`config.mk`:
```
export PLATFORM = sky130hd
export DESIGN_NAME = wc_tile_feeder
export DESIGN_NICKNAME = d
export VERILOG_FILES = /design/src/rtl/wc_tile_feeder.sv
export SDC_FILE = /design/constraint.sdc
export NUM_CORES = 1
export LEC_CHECK = 0
export ABC_CLOCK_PERIOD_IN_PS = 2350
export CORE_MARGIN = 5
export CORE_UTILIZATION = 25
export CTS_CLUSTER_DIAMETER = 150
export DETAILED_ROUTE_END_ITERATION = 6
export DONT_BUFFER_PORTS = 1
export SETUP_SLACK_MARGIN = 0.15
export SLEW_MARGIN = 15
export SYNTH_ARGS = -nofsm -noshare
export SYNTH_HDL_FRONTEND = slang
export SYNTH_SLANG_ARGS = --single-unit
```
`constraint.sdc`:
```
create_clock -name clk -period 2.35 [get_ports clk]
set_input_delay 0.47 -clock clk [delete_from_list [all_inputs] [get_ports clk]]
set_output_delay 0.47 -clock clk [all_outputs]
set_load 0.01 [all_outputs]
```
`src/rtl/wc_tile_feeder.sv`:
```
// Tile feeder for the Winograd F(3,4) core: turns a serial sample stream into
// overlapping 6-sample tiles (stride 3), zero-padding the tail of each row.
module wc_tile_feeder #(
  parameter int DW     = 10,
  parameter int TILE   = 6,
  parameter int STRIDE = 3
) (
  input  logic                 clk,
  input  logic                 rst,
  input  logic [DW-1:0]        s_data,
  input  logic                 s_valid,
  input  logic                 s_last,
  output logic                 s_ready,
  output logic [TILE*DW-1:0]   t_data,
  output logic                 t_valid,
  output logic                 t_last,
  input  logic                 t_ready,
  output logic [15:0]          tile_cnt
);

  localparam int NW = $clog2(TILE + 1);
  localparam logic [NW-1:0] NEED_FULL = NW'(TILE);
  localparam logic [NW-1:0] NEED_STEP = NW'(STRIDE);
  localparam logic [NW-1:0] NEED_ONE  = NW'(1);

  typedef enum logic [1:0] {
    ST_FILL,
    ST_PAD,
    ST_EMIT
  } state_e;

  state_e          state_q, state_d;
  logic [DW-1:0]   win_q [TILE];
  logic [DW-1:0]   win_d [TILE];
  logic [NW-1:0]   need_q, need_d;
  logic            last_seen_q, last_seen_d;
  logic [15:0]     tile_cnt_q, tile_cnt_d;
  logic            accept;

  // Gating with rst keeps s_ready low for the whole reset, not just until the first edge.
  assign s_ready = rst && (state_q == ST_FILL);
  assign accept  = s_valid && s_ready;

  // NOTE: every variable written here gets a default first so no path infers a latch.
  always_comb begin
    state_d     = state_q;
    need_d      = need_q;
    last_seen_d = last_seen_q;
    tile_cnt_d  = tile_cnt_q;
    for (int i = 0; i < TILE; i++) win_d[i] = win_q[i];

    unique case (state_q)
      ST_FILL: begin
        if (accept) begin
          for (int i = 0; i < TILE - 1; i++) win_d[i] = win_q[i+1];
          win_d[TILE-1] = s_data;
          need_d        = need_q - NEED_ONE;
          if (s_last) last_seen_d = 1'b1;
          // A row ending exactly on a full window skips padding.
          if (need_q == NEED_ONE) state_d = ST_EMIT;
          else if (s_last)        state_d = ST_PAD;
        end
      end

      ST_PAD: begin
        for (int i = 0; i < TILE - 1; i++) win_d[i] = win_q[i+1];
        win_d[TILE-1] = '0;
        need_d        = need_q - NEED_ONE;
        if (need_q == NEED_ONE) state_d = ST_EMIT;
      end

      ST_EMIT: begin
        if (t_ready) begin
          tile_cnt_d = tile_cnt_q + 16'd1;
          state_d    = ST_FILL;
          if (last_seen_q) begin
            for (int i = 0; i < TILE; i++) win_d[i] = '0;
            need_d      = NEED_FULL;
            last_seen_d = 1'b0;
          end else begin
            // Overlap: the trailing samples slide to the front over the next shifts.
            need_d = NEED_STEP;
          end
        end
      end

      default: state_d = ST_FILL;
    endcase
  end

  // NOTE: the window is reset explicitly; padding and the first tile after reset
  // rely on it holding zeros, so it cannot be left as an unreset memory.
  always_ff @(posedge clk or negedge rst) begin
    if (!rst) begin
      state_q     <= ST_FILL;
      need_q      <= NEED_FULL;
      last_seen_q <= 1'b0;
      tile_cnt_q  <= '0;
      for (int i = 0; i < TILE; i++) win_q[i] <= '0;
    end else begin
      // NOTE: non-blocking assignments so all state updates see pre-edge values.
      state_q     <= state_d;
      need_q      <= need_d;
      last_seen_q <= last_seen_d;
      tile_cnt_q  <= tile_cnt_d;
      for (int i = 0; i < TILE; i++) win_q[i] <= win_d[i];
    end
  end

  always_comb begin
    t_data = '0;
    for (int i = 0; i < TILE; i++) t_data[(TILE-1-i)*DW +: DW] = win_q[i];
  end

  assign t_valid  = (state_q == ST_EMIT);
  assign t_last   = t_valid && last_seen_q;
  assign tile_cnt = tile_cnt_q;

endmodule
```
# After elaboration in Yosys (flattened, before gate mapping)
# Index checks and enable logic that the tools add are counted.
[totals]
reg_bits = 82
latch_bits = 0
ram_bits = 0
rom_bits = 0
input_bits = 15
out_inout_bits = 79
wordCells = 50
memories = 0
[op_classes]
add_sub_neg = 2
n_mul = 0
div_mod_pow = 0
order_cmp = 0
n_eq_ne = 9
shift = 0
muxes = 18
bitwise = 0
reduce_logical = 11
[ops]
columns = ["cell", "count"]
rows = [
  ["2-to-1 mux 60 bit", 3],
  ["one-hot mux 60 bit (3 select lines)", 1],
  ["adder 16 x 1 -> 16 bit (second input constant)", 1],
  ["AND reduction 4 bit", 3],
  ["2-to-1 mux 2 bit", 5],
  ["2-to-1 mux 3 bit", 3],
  ["one-hot mux 3 bit (3 select lines)", 1],
  ["!= test 2 bit (second input constant)", 3],
  ["one-hot mux 2 bit (3 select lines)", 1],
  ["!= test 2 x 1 -> 1 bit (second input constant)", 2],
  ["== test 3 x 1 -> 1 bit (second input constant)", 1],
  ["logical AND 1 bit", 3],
  ["2-to-1 mux 1 bit", 3],
  ["!= test 3 x 2 -> 1 bit (second input constant)", 1],
  ["AND reduction 3 bit", 1],
  ["nonzero test 3 bit", 1],
  ["subtractor 3 x 1 -> 3 bit (second input constant)", 1],
  ["== test 2 x 1 -> 1 bit (second input constant)", 1],
  ["== test 2 bit (second input constant)", 1],
  ["logical NOT 2 bit", 1],
  ["one-hot mux 1 bit (2 select lines)", 1],
  ["AND reduction 2 bit", 1],
  ["nonzero test 2 bit", 1],
]

# Logic depth before layout (Yosys ltp)
[depth]
depth_word = 5
depth_mapped = 8
mapped_depth_nobuf = 6

# Worst setup path before layout
# OpenSTA, ideal clock, no wires.
[synth_timing]
kind = "register to register"
start = "register state_q[0]"
end = "register win_q (netlist bit t_data[3])"
setup_ns = 0.117
arrival_time_ns = 1.808
t_required_ns = 2.233
slack_ns = 0.425
path_stages_with_launch = 9
path_buffers = 2
period_less_slack_ns = 1.925
path_cell_list = "dfrtp_1 inv_1 ha_1 nor2b_4 or4_1 buf_6 buf_8 nand2_1 nand2_1"
[synth_via]
elab_cells_between_ends = 11
classes_between = "5 x eq/ne; 1 x mux; 5 x reduce/logical"
[synth_lines]
columns = ["item", "line_no", "source"]
rows = [
  ["start, declared", "32", "state_e state_q, state_d;"],
  ["start signal, assigned", "102", "state_q <= state_d;"],
  ["== test 2 bit *", "--", ""],
  ["net t_valid", "15", "output logic t_valid,"],
  ["!= test 2 x 1 -> 1 bit (no line) / nonzero test 3 bit (equally long branches)", "--", ""],
  ["AND reduction 4 bit (no line)", "--", ""],
  ["end, declared", "33", "logic [DW-1:0] win_q [TILE];"],
]
# The timed path passes the listed nets; every way through them passes the cells marked *.
# A chain may end at the register's enable or synchronous reset.

# Worst setup path after layout
[layout_timing]
start = "register state_q[0]"
end = "register win_q (netlist bit t_data[53])"
[layout_via]
elab_chain_cells = 5
elab_cells_between_ends = 11
classes_between = "5 x eq/ne; 1 x mux; 5 x reduce/logical"
[layout_rtl]
columns = ["item", "line_no", "source"]
rows = [
  ["logical NOT 2 bit", "41, 52", ""],
  ["logical AND 1 bit", "41", "assign s_ready = rst && (state_q == ST_FILL);"],
  ["logical AND 1 bit", "42", "assign accept = s_valid && s_ready;"],
  ["!= test 2 bit (no line)", "--", ""],
  ["AND reduction 4 bit (no line)", "--", ""],
]
# Parallel ways exist; a longest one is shown, timed or not.

==> results.cfg <==
[clock_tree]
htree_levels = 3
root_buffer = clkbuf_16
path_clk_slew_ns = 0.06
cts_tree = done
cts_inserted_buffers = 9
cts_resized = 0
clock-sinks = 82
worst_skew_pair.late_latency_ns = 0.34
cts_buffer_depth = 2

[synth]
synth.avg_cell_area_um2 = 9.63
syn_area_um2 = 3570
syn_nets = 393
yosys_most_used_dff = dfrtp_1
synthCells = 371
yosys_warnings = 0
async_reset_ff_share_pct = 100
synth_edf_count = 0
ys_ff_latch = 82
seq_area_frac_synth_pct = 57.5
ys_types = 34

[sta]
hold_viol_final = 82
holdWs_ns = -0.176
rsz0062_at_grt = false
finalCriticalPeriod_ns = 2.07
slew_headroom_pct = 64.6
worstMarginPinSlew_ns = 0.530
setup_tns_ns = 0
finClkSkew_ns = 0.00752
final_max_slew_viol_count = 0
fin_ws_ns = 0.277
min_period_over_period_pct = 88.2
fmax_mhz = 482
finalSetupViolCount = 0

[routing]
drt-met1-wl_mm = 3.65
post-route-drc-count = 0
wirelength_mm = 8.29
avgViaCountPerCell = 4.51
first_iter_violations = 144
wl_per_cell_um = 15.0
met3_length_um = 789
met2_length_mm = 3.64
firstDrtPassIters = 4
num_vias = 2491
highest-signal-layer = met4
ant_nets = 0

[critical_path]
endpoint_kind = flip-flop
crit_fanout = 60
critPathKind = flip-flop to flip-flop
path_delay_family = simple AND/OR/NAND/NOR gates
crit_arrival_ns = 2.30
crit_slowest_cell = or4_2
critPathMaxStageDelay_ns = 0.68
cp-start-kind = flip-flop
worst_ep_required_time_ns = 2.58
path_buf_inv = 2
crit_path_cell_trace = inv_1 > ha_1 > nor2b_4 > or4_2 > buf_12 > nand2_1 > nand2_1
cpMostUsedCell = nand2_1

[die]
core_um2 = 13900
row_count = 43
start_util_pct = 25.6
dieArea_um2 = 16800
io_pins = 94
die_x_um = 130
fp.dieH_um = 130

[global_routing]
grt_pass1_vias = 2481
overflow = 0
grt_max_degree = 86
antenna_found_initial = 0
grt_pass1_wl_mm = 13.3
grt_usage_pct = 10.2

[placement]
placed_area_um2 = 3720
gp_congestion = 0.771
io_buffer_count = 0
dp.cells = 535
dp_slack_ns = 0.253
hpwl_mm = 5.66

[pwr]
peakVddDrop_uv = 646
leakagePower_uw = 0.00204
pwr_density_cell_nw_per_um2 = 1510
totalPowerFinal_uw = 6120

[outcome]
violations = hold timing
status = complete, but fails checks

[finish]
antennaDiodeCount = 0
layoutNonFillerInstCount = 552
final_nets = 389
layout-drive-gt1-share_pct = 8.87
final_common_cell = nand2_1
mostFrequentLayoutCells = nand2_1, dfrtp_1, nand3_1
finalInstanceArea_um2 = 4050
area_growth_pct = 13.4

[worst_hold_path]
hold_path_class = primary input to asynchronous set/reset pin

[flow_run]
max_cap_violations = 0
-- path summary, 6_finish.rpt --
kind                       depth (start not counted)  slack, ns  startpoint           end
hold reg to reg                                    2       0.50   need_q[1]     need_q[1]
setup reg to reg                                   7       0.28  state_q[0]    t_data[53]
min in group clk                                   2       0.27   s_data[4]     t_data[4]
hold / removal                                     0      -0.18         rst  tile_cnt[12]
setup / recovery                                   7       0.28  state_q[0]    t_data[53]
max in group asynchronous                          0       2.35         rst     need_q[2]
-- registers in the layout, indices dropped and copies added, names as in the netlist --
signal       cells
state_q          2
last_seen_q      1
need_q           3
tile_cnt        16
t_data          60
-- routing by layer --
layer  vias up  global-route usage [%]
met1      1187                    12.6
met3        14                    4.53
met5         -                       0
met4         0                    5.50
met2        86                    15.0
li1       1204                       -
-- cell type report --
cell class | count | area (um2)
Inverter | 6 | 22.5
Fill cell | 1462 | 9880
Tap cell | 180 | 225
Clock buffer | 11 | 243
Sequential cell | 82 | 2050
Multi-Input combinational cell | 262 | 1350
Clock inverter | 5 | 77.6
Timing Repair Buffer | 6 | 82.6
-- cell families (layout without fill, tap and decap cells) --
| group | Yosys count | after routing | share of synthesized area (%) |
|---|---|---|---|
| AOI/OAI and AO/OA | 11 | 11 | 1.96 |
| xor gates and xnor gates | 15 | 15 | 3.68 |
| adders and majority gates | 7 | 7 | 2.45 |
| buffers and inverters | 27 | 28 | 4.94 |
| DFF | 82 | 82 | 57.5 |
| muxes | 1 | 1 | 0.315 |
| and+or+nand+nor | 228 | 228 | 29.2 |
-- synth_stat cells (all sizes together), types with 2 or more instances --
cell    number  area (um2)
nand2      130         490
dfrtp       80        2000
nand3       55         275
clkbuf      13        48.8
nand3b      10        75.1
nor2         9        33.8
xnor2        9        78.8
buf          8         105
ha           7        87.6
nand4        7        43.8
inv          6        22.5
nor3         6        30.0
xor2         6        52.6
a21oi        3        15.0
nand2b       3        18.8
o21ai        3        15.0
and2         2        13.8
dfstp        2        52.6
nor2b        2        20.0
or2          2        12.5
-- through the flow --
| stage | hold WS [ns] | utilization, % |
|---|---|---|
| 2_1_floorplan | 0.174 | - |
| 3_5_place_dp | 0.177 | 26.7 |
| 5_1_grt | -0.199 | 29.1 |
| 3_3_place_gp | 0.176 | 26.7 |
| 4_1_cts | -0.199 | 29.0 |
| 6_report | -0.176 | 29.1 |
-- power by group --
| part | internal, uW | switching (uW) | total [uW] |
|---|---|---|---|
| registers | 1920 | 698 | 2620 |
| clock network | 956 | 553 | 1510 |
| logic | 711 | 1280 | 1990 |
-- timing repair --
| item | 4_1_cts | 5_1_grt |
|---|---|---|
| endpoints found under the hold margin | 82 | 82 |
| setup endpoints to repair | 0 | 8 |
| setup buffers | 0 | 1 |
Note: power is estimated with default switching activity, not from simulation.
==> RTL edit (same flow settings) <==
The 3 states of `state_e` get a one-hot encoding in 3 bits.
--- a/src/rtl/wc_tile_feeder.sv
+++ b/src/rtl/wc_tile_feeder.sv
@@ -23,10 +23,10 @@
   localparam logic [NW-1:0] NEED_STEP = NW'(STRIDE);
   localparam logic [NW-1:0] NEED_ONE  = NW'(1);
 
-  typedef enum logic [1:0] {
-    ST_FILL,
-    ST_PAD,
-    ST_EMIT
+  typedef enum logic [2:0] {
+    ST_FILL = 3'b001,
+    ST_PAD  = 3'b010,
+    ST_EMIT = 3'b100
   } state_e;
 
   state_e          state_q, state_d;
Behaviour: no difference found for any inputs over 10 cycles, from zero or initial values and one cycle with rst low; not proved beyond that.
==> RTL edit against the unedited design <==
- the run still ends with negative hold slack left
- synthesized cell count is 30% lower
- wire length is 1.5% lower
- first-iteration DRC count is 24% lower
- final cell count is 20% lower
- setup slack better by 0.078 ns
- cell area is 4.6% lower
- worst hold slack hardly changed
- die area is 4.8% lower
- clock skew is 0.0014 ns lower
- sequential cell count is 1 higher
- synthesized area is 5.2% lower
- critical endpoint is now t_last
Power is not compared: it rests on default switching activity, and its combinational part moved more than twofold at a synthesized area within 25%.
==> RTL edit: results (changes against the unedited design) <==
RD Place Congestion=0.693 (-10%); number of diodes added for antenna fixing=0 (unchanged); Post-CTS Setup Repair Bufs=0 (unchanged); count of instances resized after the clock tree is built=0 (unchanged); Routed wire per std cell=18.4 um (+22%); Filler Cells Inserted=1362 (-6.8%); worst-skew pair later-pin latency=0.34 ns (about the same); detailed-routing iteration count for the pre-antenna-repair pass=4 (unchanged); worst setup path start=state_q[2]$_DFFE_PN0P_; IR drop worst, VDD=0.000308 V; placed cell areas=3550 um2 (-4.6%); kind of path behind the tightest hold check=primary input to async pin; flip-flop count of the largest register, all copies and words added=60 (unchanged); source of the worst register-to-register timing path=state_q[0]$_DFFE_PN1P_; met1 WL=3670 um (+0.55%); worst setup path end=t_last; global routing usage summed across all routing layers=10.6% (+0.37 points); share of synthesized registers carrying an async set or reset=100% (unchanged); Leakage Power=0.00186 uW; path depth of the worst reg2reg path=4 (-3); clock transition at the registers of the reported paths=0.06 ns (about the same); drt via density=4.76 (+5.6%); maximum single-stage delay on the critical path=0.54 ns (-0.14 ns); initial detailed-routing violation count=109 (-24%); post-synthesis cell type count=34 (unchanged); YS warnings=0 (unchanged); Net Sw Power=1660 uW; setup skew after layout=0.00614 ns (-0.00138 ns); result of the run=finished with violations; share of the synthesized area in the top cell type=59.1% (+3.1 points); Critical Path Fanout Max=8 (-87%); wire length on met3=547 um (-31%); worst-case clock buffer depth=2 (unchanged); leading cell types by total area after synthesis=dfrtp_1 59%, a22o_1 14%, xnor2_1 3.1%; Critical-path top delay cell=dfrtp_1; pin count of the biggest net entering global routing=86 (unchanged); worst reg2reg endpoint=t_data[20]$_DFFE_PN0P_; sequential element share of the synthesized area=61.4% (+3.9 points); cell types with the highest counts after synthesis=80 x dfrtp_1, 53 x a22o_1, 20 x nand2_1; fraction of layout cells with a size suffix above 1=10.4% (+1.6 points); failing checks=negative hold slack; r2r setup slk=0.60 ns (+0.32 ns); Worst Hold Slack=-0.176 ns (-0.000302 ns); Top Metal Used=met4; initial antenna violation count=0 (unchanged); first-pass GRT wire length=13300 um (-0.21%); final hold viol count=82 (unchanged); placed wire-length estimate after detailed placement=5600 um (-1.1%); count of buffers inserted at the top-level ports=0 (unchanged); number of global-route vias before repair=2187 (-12%); max-slew headroom at the worst pin=64.6% (about the same); post-synth net total=279 (-29%); met2 wire length=3790 um (+4.0%)
## RTL edit: cell count changes after synthesis, moves of 4 or more
cell and change:
inv_1 +8, a22o_1 +53, clkbuf_1 -13, nand3_1 -49, nand3b_1 -10, mux2i_1 +10
buf_8 -5, buf_6 +5, buf_2 +6, ha_1 -4, nand2_1 -109
## RTL edit: worst min path at each step
stage | slack [ns] | cells past startpoint | to
floorplan | 0.17 | 0 | last_seen_q$_DFFE_PN0P_
global placement | 0.18 | 0 | t_data[9]$_DFFE_PN0P_
detailed placement | 0.18 | 0 | t_data[19]$_DFFE_PN0P_
CTS | -0.19 | 0 | t_data[19]$_DFFE_PN0P_
global route | -0.20 | 0 | t_data[29]$_DFFE_PN0P_
finish | -0.18 | 0 | t_data[29]$_DFFE_PN0P_
## RTL edit: worst max-delay path: cells and delay by family (launching register included)
kind	cells	cell delay [ns]
DFF	1	0.54
and+or+nand+nor	2	0.34
buffers and inverters	2	0.31
## RTL edit: routing by layer
layer | up-vias | track usage (%)
met2 | 71 | 15.5
met4 | 0 | 4.73
li1 | 949 | -
met1 | 1083 | 14.0
met3 | 12 | 3.83
met5 | - | 0
## RTL edit: layout make-up
cell class                 instances  share of cell area (%)
tap                              176                    5.70
clock buffer                      14                    7.35
multi-input combinational        151                    29.7
timing repair buffer               5                    1.29
sequential                        83                    53.8
clock inverter                     1                   0.777
inverter                          14                    1.36
## RTL edit: cells by family after synthesis
| logic type | share of synthesized area (%) |
|---|---|
| buffers and inverters | 4.88 |
| AOI/OAI and AO/OA | 16.7 |
| muxes | 2.96 |
| DFF | 61.4 |
| xor gates and xnor gates | 3.88 |
| and+or+nand+nor | 9.09 |
| adders and majority gates | 1.11 |
## RTL edit: per-stage QoR
stage	power, uW	std cells	hold slack (ns)	setup WS (ns)	util, %
6_report	4990	444	-0.176	0.355	29.2
5_1_grt	5290	444	-0.200	0.240	29.2
4_1_cts	5090	444	-0.191	0.340	29.2
3_5_place_dp	3570	429	0.176	0.595	26.8
3_3_place_gp	3500	429	0.177	0.642	26.8
2_1_floorplan	3220	261	0.174	0.629	-
## RTL edit: power groups by stage
| stage | logic (uW) | registers (uW) | clock network, uW |
|---|---|---|---|
| 2_1_floorplan | 664 | 2560 | 0 |
| 3_3_place_gp | 687 | 2820 | 0 |
| 3_5_place_dp | 732 | 2840 | 0 |
| 4_1_cts | 733 | 2820 | 1540 |
| 5_1_grt | 812 | 2880 | 1590 |
| 6_report | 720 | 2790 | 1480 |
